===== src/rtl/usb_fifo_wr_arb.sv =====
// Round-robin write arbiter: two producer streams share one FIFO write port in bounded bursts.
// Define USB_FIFO_ARB_WORD_CNT_EN to add per-requester accepted-word counters (word_cnt0/1).
module usb_fifo_wr_arb #(
  parameter int MAX_BURST = 64,
  parameter int CNT_W     = 9
) (
  input  logic        fifo_clk,
  input  logic        reset_,
  input  logic        req0,
  input  logic        req1,
  input  logic        valid0,
  input  logic        valid1,
  input  logic [31:0] din0,
  input  logic [31:0] din1,
  input  logic        last0,
  input  logic        last1,
  output logic        ready0,
  output logic        ready1,
  output logic [31:0] fifo_din,
  output logic        fifo_write_busy,
  input  logic        fifo_full,
  output logic        fifo_flush,
  input  logic        flush_req,
  output logic        flush_ack,
`ifdef USB_FIFO_ARB_WORD_CNT_EN
  output logic [15:0] word_cnt0,
  output logic [15:0] word_cnt1,
`endif
  output logic [1:0]  grant
);

  typedef enum logic [1:0] {IDLE, GNT0, GNT1, FLUSH} state_t;

  state_t           state;
  logic             rr;
  logic [CNT_W-1:0] burst_cnt;
  logic             burst_done;

  // The word accepted while burst_cnt == MAX_BURST-1 brings the count to MAX_BURST.
  assign burst_done = (burst_cnt == CNT_W'(MAX_BURST - 1));

  assign ready0          = (state == GNT0) & valid0 & ~fifo_full;
  assign ready1          = (state == GNT1) & valid1 & ~fifo_full;
  assign fifo_write_busy = ready0 | ready1;
  assign fifo_din        = (state == GNT0) ? din0 :
                           (state == GNT1) ? din1 : 32'd0;

  always_ff @(posedge fifo_clk or negedge reset_) begin
    if (!reset_) begin
      state      <= IDLE;
      grant      <= 2'b00;
      fifo_flush <= 1'b0;
      flush_ack  <= 1'b0;
      rr         <= 1'b1;
      burst_cnt  <= '0;
    end else begin
      case (state)
        IDLE: begin
          burst_cnt <= '0;
          if (flush_req) begin
            state      <= FLUSH;
            fifo_flush <= 1'b1;
            flush_ack  <= 1'b1;
          end else if (req0 && (!req1 || rr)) begin
            state <= GNT0;
            grant <= 2'b01;
          end else if (req1) begin
            state <= GNT1;
            grant <= 2'b10;
          end
        end
        GNT0: begin
          if (ready0) begin
            if (last0 || burst_done) begin
              state <= IDLE;
              grant <= 2'b00;
              rr    <= 1'b0;
            end else begin
              burst_cnt <= burst_cnt + CNT_W'(1);
            end
          end else if (!req0 && !valid0) begin
            state <= IDLE;
            grant <= 2'b00;
            rr    <= 1'b0;
          end
        end
        GNT1: begin
          if (ready1) begin
            if (last1 || burst_done) begin
              state <= IDLE;
              grant <= 2'b00;
              rr    <= 1'b1;
            end else begin
              burst_cnt <= burst_cnt + CNT_W'(1);
            end
          end else if (!req1 && !valid1) begin
            state <= IDLE;
            grant <= 2'b00;
            rr    <= 1'b1;
          end
        end
        default: begin
          state      <= IDLE;
          fifo_flush <= 1'b0;
          flush_ack  <= 1'b0;
        end
      endcase
    end
  end

`ifdef USB_FIFO_ARB_WORD_CNT_EN
  always_ff @(posedge fifo_clk or negedge reset_) begin
    if (!reset_) begin
      word_cnt0 <= 16'd0;
      word_cnt1 <= 16'd0;
    end else if (state == FLUSH) begin
      word_cnt0 <= 16'd0;
      word_cnt1 <= 16'd0;
    end else begin
      if (ready0) word_cnt0 <= word_cnt0 + 16'd1;
      if (ready1) word_cnt1 <= word_cnt1 + 16'd1;
    end
  end
`endif

endmodule


===== config.mk =====
export PLATFORM = sky130hd
export DESIGN_NAME = usb_fifo_wr_arb
export DESIGN_NICKNAME = d
export VERILOG_FILES = /design/src/rtl/usb_fifo_wr_arb.sv
export SDC_FILE = /design/constraint.sdc
export NUM_CORES = 1
export LEC_CHECK = 0
export ABC_AREA = 1
export CAP_MARGIN = 15
export CORE_MARGIN = 3
export CORE_UTILIZATION = 36
export CTS_CLUSTER_DIAMETER = 30
export DETAILED_ROUTE_END_ITERATION = 10
export PLACE_DENSITY = 0.89
export SYNTH_ARGS = -nofsm -noshare
export SYNTH_HDL_FRONTEND = slang
export SYNTH_SLANG_ARGS = --single-unit
export TNS_END_PERCENT = 30

===== constraint.sdc =====
create_clock -name fifo_clk -period 2.1 [get_ports fifo_clk]
set_input_delay 0.42 -clock fifo_clk [delete_from_list [all_inputs] [get_ports fifo_clk]]
set_output_delay 0.42 -clock fifo_clk [all_outputs]
set_load 0.03 [all_outputs]

## Word-level counts from Yosys, hierarchy flattened

Cells that the tools add are included.

- Add/sub/neg operators: 1
- Eq/ne operators: 15
- Muxes and demuxes: 28
- Bitwise operators: 7
- Reduce and logical (&&, ||, !) cells: 19

Operators with widths:

| operator | count |
|---|---|
| $mux 32 | 2 |
| $mux 9 | 4 |
| $pmux 9 s3 | 1 |
| $mux 2 | 10 |
| $reduce_and 5->1 | 3 |
| $ne 2x2->1 const B | 6 |
| $ne 3x2->1 const B | 4 |
| $pmux 2 s3 | 2 |
| $add 9x1->9 const B | 1 |
| $eq 9x6->1 const B | 1 |
| $mux 1 | 7 |
| $reduce_and 7->1 | 1 |
| $and 1x1->1 | 4 |
| $logic_not 1->1 | 4 |
| $ne 4x4->1 const B | 1 |
| $pmux 1 s2 | 2 |
| $logic_and 1x1->1 | 3 |
| $logic_or 1x1->1 | 3 |
| $ne 3x3->1 const B | 1 |
| $reduce_bool 3->1 | 1 |
| $eq 2x1->1 const B | 1 |
| $eq 2x2->1 const B | 1 |
| $logic_not 2->1 | 1 |
| $not 1->1 | 2 |
| 4 further kinds | 4 |

- Flip-flop bits (word level): 15
- Input bits: 74
- Output and inout bits: 39
- Word-level logic and storage cells: 75

## Logic depth before layout (Yosys ltp)

Gate-level depths: netlist of the first run.

- Depth in word-level cells: 6
- Depth in mapped cells: 11
- Depth with buffers taken out: 11

## Worst setup path after synthesis of the first run

No wires, ideal clock.

- Path type: reg-to-output
- From: reg state[0]
- To: out fifo_write_busy
- Arrival: 1599 ps
- Required time: 1680 ps
- Path slack: 81 ps
- Cell stages (with the launch flop): 7
- Buffers on the path: 1
- Cells stage by stage: dfrtp_1 > inv_1 > ha_1 > buf_6 > inv_4 > nor3_2 > or2_2

- Longest elaborated chain between the ends: 4

RTL lines:

| element | line | source |
|---|---|---|
| start: declaration | 34 | `state_t state;` |
| start signal: assignment | 50 | `state <= IDLE;` |
| start signal: assignment | 61 | `state <= FLUSH;` |
| start signal: assignment | 65 | `state <= GNT0;` |
| $eq 2x2->1 | 43 | `assign ready1 = (state == GNT1) & valid1 & ~fifo_full;` |
| $and 1x1->1 (2 in a row) | 43 |  |
| named net ready1 | 18 | `output logic ready1,` |
| $or 1x1->1 | 44 | `assign fifo_write_busy = ready0 \| ready1;` |
| end: declaration | 20 | `output logic fifo_write_busy,` |

The timed path passes the listed nets, and every way through them passes these cells.

## Final worst setup path of the first run

- From: reg state[0]
- To: out fifo_write_busy

- Longest elaborated chain between the ends: 4

RTL lines:

| element | line |
|---|---|
| $eq 2x1->1 or $eq 2x2->1 (tied branches) | 42, 43 |
| $and 1x1->1 (on tied branches) (2 in a row) | 42, 43 |
| $or 1x1->1 * | 44 |

Mark *: on every way between the ends. The rest lies on a longest branch, timed or not.

==> run summary, run 1 <==
## Run status
- **outcome** finished, final reports clean

## Die
- **Placeable Area** 4410 sq um
- **top-level I/O count** 113
- **die area** 5490 sq um
- **number of cell rows** 24
- **DIE HEIGHT** 74.1 microns
- **die width** 74.1 microns
- **effective utilization at floorplan** 0.378

## Synthesis
- **primary flip-flop cell chosen by synthesis mapping** dfrtp_1
- **number of enable flip-flop cells after synthesis** 0
- **synthesized flop and latch total** 15
- **count of unique library cells instantiated by Yosys** 31
- **total of warnings raised by yosys** 0
- **Avg Inst Size Synth** 5.92 sq um
- **sequential share of the synthesized area** 0.225
- **share of synthesized registers carrying an async set or reset** 1.00
- **post-synthesis cell area** 1670 sq um
- **Post-Syn Instances** 282
- **net count of the mapped netlist** 361

## Power and ir drop
- **Power Dens Cells** 1190 nW/um^2
- **internal cell power** 1.52 mW
- **fraction of power spent switching nets** 0.555
- **P_sw** 1.90 mW
- **sequential power share** 0.125
- **Power Total** 3.42 mW
- **power share of the combinational group** 0.802
- **part of the total power dissipated in the clock network** 0.073
- **leakage power summed over all cells** 1.47 nW
- **VDD IR-drop max** 0.651 mV

## Global route
- **initial antenna violation count** 0
- **total global routing track utilization** 0.195
- **wire length of the first global-routing pass** 8660 microns
- **pin count of the biggest net entering global routing** 34
- **Overflow after GRT** 0
- **via count of the first global-routing pass** 1993

## Placement
- **routability congestion estimate** 0.815
- **total of buffers placed on input and output ports** 112
- **Final HPWL DP** 4540 microns

## Timing
- **total setup violations reported at the end of the flow** 0
- **RSZ-0062 raised after global routing** no
- **peak clock frequency supported by timing** 486 MHz
- **Hold Vio Cnt, Final** 0
- **slew at the pin closest to its max-slew limit** 373 ps
- **Final Slew Violations** 0
- **setup clock skew after layout** 7.35 ps
- **min Tclk post-route** 2060 ps
- **Final Cycle Share** 0.980
- **setup total negative slack** 0 ps
- **remaining max-slew budget at the tightest pin** 0.749

## Clocking
- **number of levels in the clock H-tree** 1
- **Clock Pin Slew Worst Setup and Hold Paths** 70 ps
- **TritonCTS Buffers** 3
- **hold-fix buffers at CTS** 0
- **TritonCTS clock tree** yes
- **CTS Buffer Depth** 2
- **clock root buffer master** clkbuf_8
- **clock latency on the worst-skew pair** 250 ps
- **Sinks on Clock Net** 15

## Final layout
- **flip-flop and latch area** 377 sq um
- **Inserted Diodes** 0
- **ratio of cells with drive above 1 in the final layout** 0.193
- **Area Overhead vs Synth** 72.7%
- **multi-input logic area** 1130 sq um
- **Filler Cells Inserted** 401
- **final net count** 479

## Setup path
- **beginning of the worst register-to-register path** state[0]
- **CP Class** reg -> out
- **Arr. time, crit path** 1640 ps
- **CP endpoint kind** output pin
- **crit path to** fifo_write_busy
- **critical-path maximum fanout** 5
- **register-to-register setup slack** 260 ps
- **crit path launch type** flop
- **Worst R2R Path Depth** 8
- **launching element of the worst setup path** state[0]
- **Reg-to-Reg End** rr
- **data required time of the worst path** 1680 ps

## Detailed routing
- **count of routing violations after the opening detailed-route iteration** 143
- **vias post-DR** 2231
- **Post-route DRC** 0
- **wire length after detailed routing** 5820 microns
- **antenna-violating nets left** 0
- **routed length per placed instance** 12.9 microns
- **total iterations of the first detailed-routing run** 4
- **average via count per standard cell** 4.95

## Flow run
- **max-capacitance violation count** 0

## Hold path
- **Hold Path Class** reg -> reg

-- state kept, by name, summed over array words and instances (netlist names) --
signal	flops
burst_cnt	9
rr	1
grant	2
flush_ack	1
state	2
-- worst min-delay path by stage --
stage	from	end	slack (ps)	cells past startpoint
2_1_floorplan	reset_	burst_cnt[0]	120	0
3_3_place_gp	grant[0]	grant[0]	460	2
3_5_place_dp	grant[1]	grant[1]	470	2
4_1_cts	rr	rr	480	2
5_1_grt	rr	rr	490	2
6_report	rr	rr	480	2
-- synth_stat cells, types with 2 or more instances --
| master | number | area share |
|---|---|---|
| o21ai_0 | 4 | 0.012 |
| nor3b_1 | 2 | 0.0090 |
| inv_2 | 3 | 0.0067 |
| nand2_2 | 2 | 0.0075 |
| nand3_1 | 40 | 0.12 |
| nand4_1 | 9 | 0.034 |
| clkbuf_1 | 8 | 0.018 |
| inv_1 | 21 | 0.047 |
| buf_6 | 2 | 0.013 |
| nand2_1 | 115 | 0.26 |
| nor2_4 | 2 | 0.013 |
| nor2_1 | 20 | 0.045 |
| o21ai_1 | 6 | 0.018 |
| clkinv_1 | 2 | 0.0045 |
| nand3_2 | 3 | 0.018 |
| ha_1 | 5 | 0.037 |
| nand2_4 | 5 | 0.034 |
| a21oi_1 | 7 | 0.021 |
| dfrtp_1 | 14 | 0.21 |
-- kinds of logic (layout without fill, tap and decap cells) --
kind of cell	after synthesis	in the layout	synth area share
buffers and inverters	40	157	0.104
adder cells (fa/ha/maj)	5	5	0.0375
AND/OR/NAND/NOR	203	203	0.572
XOR/XNOR	1	1	0.00524
flip-flops	15	15	0.225
AO/OA/AOI/OAI	18	18	0.0562
-- worst max-delay path, stage by stage, from the launching register on --
cell     delay [ps]
dfrtp_1         420
ha_2            270
nand3_1         150
inv_2            50
or2_2           310
buf_4           180
-- cells in the final DEF, fill, tap and decap left out, drive strengths merged --
cell / count
clkdlybuf4s50: 77
nand2: 122
nand4: 9
nor3b: 2
buf: 47
ha: 5
or2: 1
a21oi: 8
dfstp: 1
inv: 26
nand3: 44
o21ai: 10
nor2: 22
clkbuf: 3
dfrtp: 14
nor3: 3
xor2: 1
clkinv: 4
-- area by class of cell --
type | count | area share
clock inverters | 1 | 0.00173
inverters | 28 | 0.0390
repair inverters | 1 | 0.00217
flip-flops and latches | 15 | 0.131
multi-input cells | 227 | 0.393
clock buffers | 3 | 0.0143
repair buffers | 124 | 0.396
well taps | 52 | 0.0225
-- metrics by stage --
| step | worst slack, ps | hold WS, ps | area [sq um] | std cells | utilization |
|---|---|---|---|---|---|
| global route | 1.24 | 495 | 2890 | 451 | 0.654 |
| CTS | 0.0495 | 483 | 2850 | 449 | 0.646 |
| floorplan | 81.4 | 124 | 1670 | 282 | - |
| detailed placement | 89.6 | 469 | 2790 | 445 | 0.631 |
| global placement | 119 | 465 | 2790 | 445 | 0.631 |
| finish | 42.1 | 480 | 2890 | 451 | 0.654 |
-- power by group through the flow --
stage	clock [mW]	sequential [mW]	combinational, mW
after CTS	0.257	0.428	2.67
after detailed placement	0	0.434	2.63
after floorplan	0	0.469	1.69
after global routing	0.263	0.435	2.96
after global placement	0	0.429	2.59
final	0.249	0.428	2.74
-- metal layers --
metal / up-vias / GRT usage / part of all wire
met2: 87 / 0.365 / 0.53
li1: 1134 / - / -
met5: - / 0 / 0
met1: 1008 / 0.231 / 0.39
met3: 2 / 0.0405 / 0.068
met4: 0 / 0.0342 / 0.0033
-- repair_timing --
item | CTS | global route
buffers inserted | 0 | 1
gates cloned | 0 | 1
setup endpoints to repair | 32 | 33
resized for setup | 5 | 5
No activity file was read; power rests on OpenSTA's default activity.
==> run 2: changes to the inputs <==
==> constraint.sdc (replaced) <==
create_clock -name fifo_clk -period 2.1 [get_ports fifo_clk]
set_input_delay 0.63 -clock fifo_clk [delete_from_list [all_inputs] [get_ports fifo_clk]]
set_output_delay 0.63 -clock fifo_clk [all_outputs]
set_load 0.03 [all_outputs]
==> run summary, run 2 (synthesis gave the netlist of run 1 again) <==
## Run status
- **outcome** finished, final reports clean

## Detailed routing
- **routed length on met1** 2280 microns
- **uppermost routed layer** met4
- **wire length after detailed routing** 6190 microns
- **vias post-DR** 2326
- **antenna-violating nets left** 0
- **count of routing violations after the opening detailed-route iteration** 193
- **Post-route DRC** 0
- **total iterations of the first detailed-routing run** 4
- **average via count per standard cell** 5.02
- **sum of met3 wire segment lengths after detailed routing** 399 microns
- **Met2 Wirelength** 3440 microns
- **routed length per placed instance** 13.4 microns

## Setup path
- **CP Class** reg -> out
- **Arr. time, crit path** 1460 ps
- **most common cell type on the critical path** buf_6
- **crit path launch type** flop
- **critical path, cell by cell** buf_6, ha_4, inv_4, nor3_4, or2_4, buf_6
- **slowest stage cell on the critical path** dfrtp_1
- **critical-path maximum fanout** 4
- **CP endpoint kind** output pin
- **worst stage delay on the critical path** 400 ps
- **data required time of the worst path** 1470 ps

## Final layout
- **final net count** 491
- **ratio of cells with drive above 1 in the final layout** 0.238
- **registers with the most flip-flops** burst_cnt x9, grant x2, state x2
- **most flop-heavy register** burst_cnt
- **highest-count cells in the layout ignoring fill and taps** 113 x nand2_1, 74 x clkdlybuf4s50_1, 38 x nand3_1
- **Area Overhead vs Synth** 90.2%
- **Largest register FFs** 9
- **commonest non-fill, non-tap cell in the layout** nand2_1
- **Inserted Diodes** 0
- **Layout Cells excl Fill** 463
- **Filler Cells Inserted** 366

## Power and ir drop
- **VDD IR-drop max** 0.802 mV
- **Power Dens Cells** 1230 nW/um^2
- **leakage power summed over all cells** 1.58 nW

## Clocking
- **clock root buffer master** clkbuf_8
- **hold-fix buffers at CTS** 0
- **clock latency on the worst-skew pair** 250 ps
- **TritonCTS Buffers** 3
- **TritonCTS clock tree** yes
- **Sinks on Clock Net** 15
- **Clock Pin Slew Worst Setup and Hold Paths** 60 ps
- **number of levels in the clock H-tree** 1
- **CTS Buffer Depth** 2

## Timing
- **remaining max-slew budget at the tightest pin** 0.756
- **Final Cycle Share** 0.995
- **peak clock frequency supported by timing** 479 MHz
- **total setup violations reported at the end of the flow** 0
- **Hold Vio Cnt, Final** 0
- **slew at the pin closest to its max-slew limit** 363 ps
- **min Tclk post-route** 2090 ps
- **setup clock skew after layout** 3.99 ps
- **RSZ-0062 raised after global routing** yes
- **minimum hold slack** 490 ps
- **setup total negative slack** 0 ps
- **Final Slew Violations** 0

## Placement
- **total of buffers placed on input and output ports** 112
- **routability congestion estimate** 0.848
- **# placed instances** 450
- **Final HPWL DP** 4530 microns

## Die
- **die width** 74.1 microns
- **die area** 5490 sq um
- **DIE HEIGHT** 74.1 microns
- **number of cell rows** 24
- **top-level I/O count** 113
- **effective utilization at floorplan** 0.378
- **Placeable Area** 4410 sq um

## Global route
- **Overflow after GRT** 0
- **total global routing track utilization** 0.214
- **wire length of the first global-routing pass** 9430 microns
- **pin count of the biggest net entering global routing** 34
- **via count of the first global-routing pass** 2203
- **initial antenna violation count** 0

## Flow run
- **max-capacitance violation count** 0

## Hold path
- **Hold Path Class** reg -> reg

==> run 2: changes by cell type in the layout (fill, tap and decap cells not counted), sizes merged <==
cell           delta
clkdlybuf4s50     -3
clkbuf            +2
clkinv            -1
buf              +12
dlygate4sd2       +2
==> run 2: per-layer routing <==
metal / vias up / track usage
li1: 1157 / -
met1: 1077 / 0.246
met2: 86 / 0.399
met3: 6 / 0.0432
met4: 0 / 0.0543
met5: - / 0
==> run 2: cell type report <==
class	instances	area, sq um	share of cell area
clock inverters	1	5.00	0.00158
clock buffers	3	41.3	0.0130
multi-input cells	227	1170	0.368
repair buffers	137	1410	0.443
well taps	52	65.1	0.0205
inverters	28	110	0.0347
flip-flops and latches	15	378	0.119
==> run 2: critical path, delay by kind of cell, from the launching register on <==
family                   cells  cell delay, ps
adder cells (fa/ha/maj)      1             180
buffers and inverters        3             340
flip-flops                   1             400
AND/OR/NAND/NOR              2             290
==> run 2: where the power goes <==
group / internal, mW / switching [mW] / total, mW / leakage (nW)
Sequential: 0.368 / 0.0683 / 0.436 / 0.196
Combinational: 1.39 / 1.85 / 3.24 / 1.36
Clock: 0.131 / 0.110 / 0.241 / 0.0255
Total: 1.89 / 2.03 / 3.92 / 1.58
==> run 2: path summary, 6_finish.rpt <==
| path | startpoint | endpoint | slack [ps] | depth (start not counted) |
|---|---|---|---|---|
| min | rr | rr | 490 | 2 |
| min reg2reg | rr | rr | 490 | 2 |
| min in group asynchronous | reset_ | burst_cnt[2] | 700 | 2 |
| max reg2reg | state[0] | rr | 240 | 9 |
| max in group asynchronous | reset_ | rr | 1150 | 2 |
| max | state[1] | fifo_write_busy | 10 | 6 |
==> run 2: what timing repair did <==
action	in CTS	in global routing
endpoints found under the setup margin	35	34
setup buffers	4	4
resized for setup	36	24
gates cloned	1	1
pin swaps	2	6
==> run 2: through the flow <==
step / utilization / worst slack [ps] / area (sq um) / total power [mW]
3_5_place_dp: 0.644 / -333 / 2840 / 3.16
3_3_place_gp: 0.644 / -333 / 2840 / 3.10
4_1_cts: 0.697 / -38.6 / 3080 / 3.76
5_1_grt: 0.720 / -44.1 / 3180 / 4.16
6_report: 0.720 / 11.2 / 3180 / 3.92
2_1_floorplan: - / 39.2 / 1680 / 2.17
==> run 3: changes to the inputs <==
--- a/config.mk
+++ b/config.mk
@@ -11,6 +11,7 @@
 export CORE_UTILIZATION = 36
 export CTS_CLUSTER_DIAMETER = 30
 export DETAILED_ROUTE_END_ITERATION = 10
+export MAX_ROUTING_LAYER = met4
 export PLACE_DENSITY = 0.89
 export SYNTH_ARGS = -nofsm -noshare
 export SYNTH_HDL_FRONTEND = slang
==> run summary, run 3 (synthesis gave the netlist of run 1 again) <==
## Clocking
- **clock root buffer master** clkbuf_8
- **Clock Pin Slew Worst Setup and Hold Paths** 60 ps
- **TritonCTS Buffers** 3
- **Sinks on Clock Net** 15
- **TritonCTS clock tree** yes
- **number of levels in the clock H-tree** 1
- **CTS Buffer Depth** 2
- **clock latency on the worst-skew pair** 250 ps

## Setup path
- **most common cell type on the critical path** buf_6
- **CP Class** reg -> out
- **worst stage delay on the critical path** 400 ps
- **CP endpoint kind** output pin
- **slowest stage cell on the critical path** dfrtp_1
- **Arr. time, crit path** 1460 ps
- **critical-path maximum fanout** 4
- **critical path, cell by cell** buf_6, ha_4, inv_4, nor3_4, or2_4, buf_6
- **data required time of the worst path** 1470 ps
- **CP Buf/Inv Count** 3
- **crit path launch type** flop
- **kind of cell with the highest combined delay on the critical path** flip-flops

## Hold path
- **Hold Path Class** reg -> reg

## Final layout
- **Area Overhead vs Synth** 90.2%
- **most flop-heavy register** burst_cnt
- **final core utilization** 0.720
- **highest-count cells in the layout ignoring fill and taps** 113 x nand2_1, 74 x clkdlybuf4s50_1, 38 x nand3_1
- **commonest non-fill, non-tap cell in the layout** nand2_1
- **Inserted Diodes** 0
- **Largest register FFs** 9
- **registers with the most flip-flops** burst_cnt x9, grant x2, state x2
- **ratio of cells with drive above 1 in the final layout** 0.238
- **final net count** 491
- **Layout Cells excl Fill** 463

## Global route
- **via count of the first global-routing pass** 2206
- **initial antenna violation count** 0
- **wire length of the first global-routing pass** 9430 microns
- **pin count of the biggest net entering global routing** 34
- **total global routing track utilization** 0.220
- **Overflow after GRT** 0

## Timing
- **setup clock skew after layout** 4.55 ps
- **peak clock frequency supported by timing** 478 MHz
- **Final Slew Violations** 0
- **Hold Vio Cnt, Final** 0
- **total setup violations reported at the end of the flow** 0
- **RSZ-0062 raised after global routing** yes
- **Final Cycle Share** 0.996
- **slew at the pin closest to its max-slew limit** 363 ps
- **min Tclk post-route** 2090 ps
- **remaining max-slew budget at the tightest pin** 0.755
- **setup total negative slack** 0 ps

## Detailed routing
- **total iterations of the first detailed-routing run** 4
- **wire length after detailed routing** 6240 microns
- **Post-route DRC** 0
- **routed length per placed instance** 13.5 microns
- **count of routing violations after the opening detailed-route iteration** 167
- **average via count per standard cell** 5.06
- **vias post-DR** 2342
- **antenna-violating nets left** 0

## Power and ir drop
- **Power Dens Cells** 1230 nW/um^2
- **VDD IR-drop max** 0.805 mV
- **leakage power summed over all cells** 1.58 nW
- **Power Total** 3.92 mW

## Die
- **die area** 5490 sq um
- **die width** 74.1 microns
- **Placeable Area** 4410 sq um
- **DIE HEIGHT** 74.1 microns
- **top-level I/O count** 113
- **effective utilization at floorplan** 0.378
- **number of cell rows** 24

## Placement
- **routability congestion estimate** 0.861
- **Final HPWL DP** 4530 microns
- **total of buffers placed on input and output ports** 112
- **# placed instances** 450

## Run status
- **outcome** finished, final reports clean

## Flow run
- **max-capacitance violation count** 0

==> run 3: cell counts in the layout (fill, tap and decap cells not counted) <==
Identical to the previous run, type by type.
==> run 3: final cells by class <==
cell class	instances	area (sq um)
Fill cell	366	1240
Tap cell	52	65.1
Clock buffer	3	41.3
Clock inverter	1	5.00
Inverter	28	110
Timing Repair Buffer	137	1410
Sequential cell	15	378
Multi-Input combinational cell	227	1170
==> run 3: worst register-to-register path: cells and delay by family (launching register included) <==
family	cells	cell delay, ps
AND/OR/NAND/NOR	4	310
flip-flops	1	410
adder cells (fa/ha/maj)	1	370
buffers and inverters	3	510
AO/OA/AOI/OAI	1	210
==> run 3: final timing paths <==
check / start / endpoint / slack [ps] / cells past startpoint
max: state[1] / fifo_write_busy / 8 / 6
min: rr / rr / 490 / 2
max reg2reg: state[0] / rr / 260 / 9
min reg2reg: rr / rr / 490 / 2
max in group asynchronous: reset_ / rr / 1150 / 2
min in group asynchronous: reset_ / burst_cnt[2] / 700 / 2
==> run 3: stage by stage <==
stage               worst slack (ps)  instance area (sq um)  hold WS, ps
floorplan                       39.2                   1680          334
global placement                -333                   2840          465
detailed placement              -333                   2840          479
CTS                            -38.6                   3080          492
global route                   -44.1                   3180          509
finish                          8.10                   3180          491
==> run 3: routing by layer <==
layer  routed length (microns)  up-vias  part of all wire  track usage
li1                          -     1159                 -            -
met1                      2350     1092              0.38        0.250
met3                       355        6             0.057       0.0378
met4                        65        0             0.010       0.0543
met2                      3460       85              0.55        0.399
met5                         0        -                 0            -
==> run 3: where the power goes <==
group	internal (mW)	total (mW)	switching, mW	leakage (nW)
registers	0.368	0.436	0.0684	0.196
logic	1.39	3.24	1.85	1.36
clock network	0.131	0.242	0.111	0.0255
total	1.89	3.92	2.03	1.58
==> run 3: repair_timing <==
action,in CTS,in global routing
hold buffers,0,0
resized for setup,36,24
buffers inserted,4,4
cloned,1,1
pin swaps,2,6
endpoints found under the hold margin,0,0
endpoints found under the setup margin,35,34
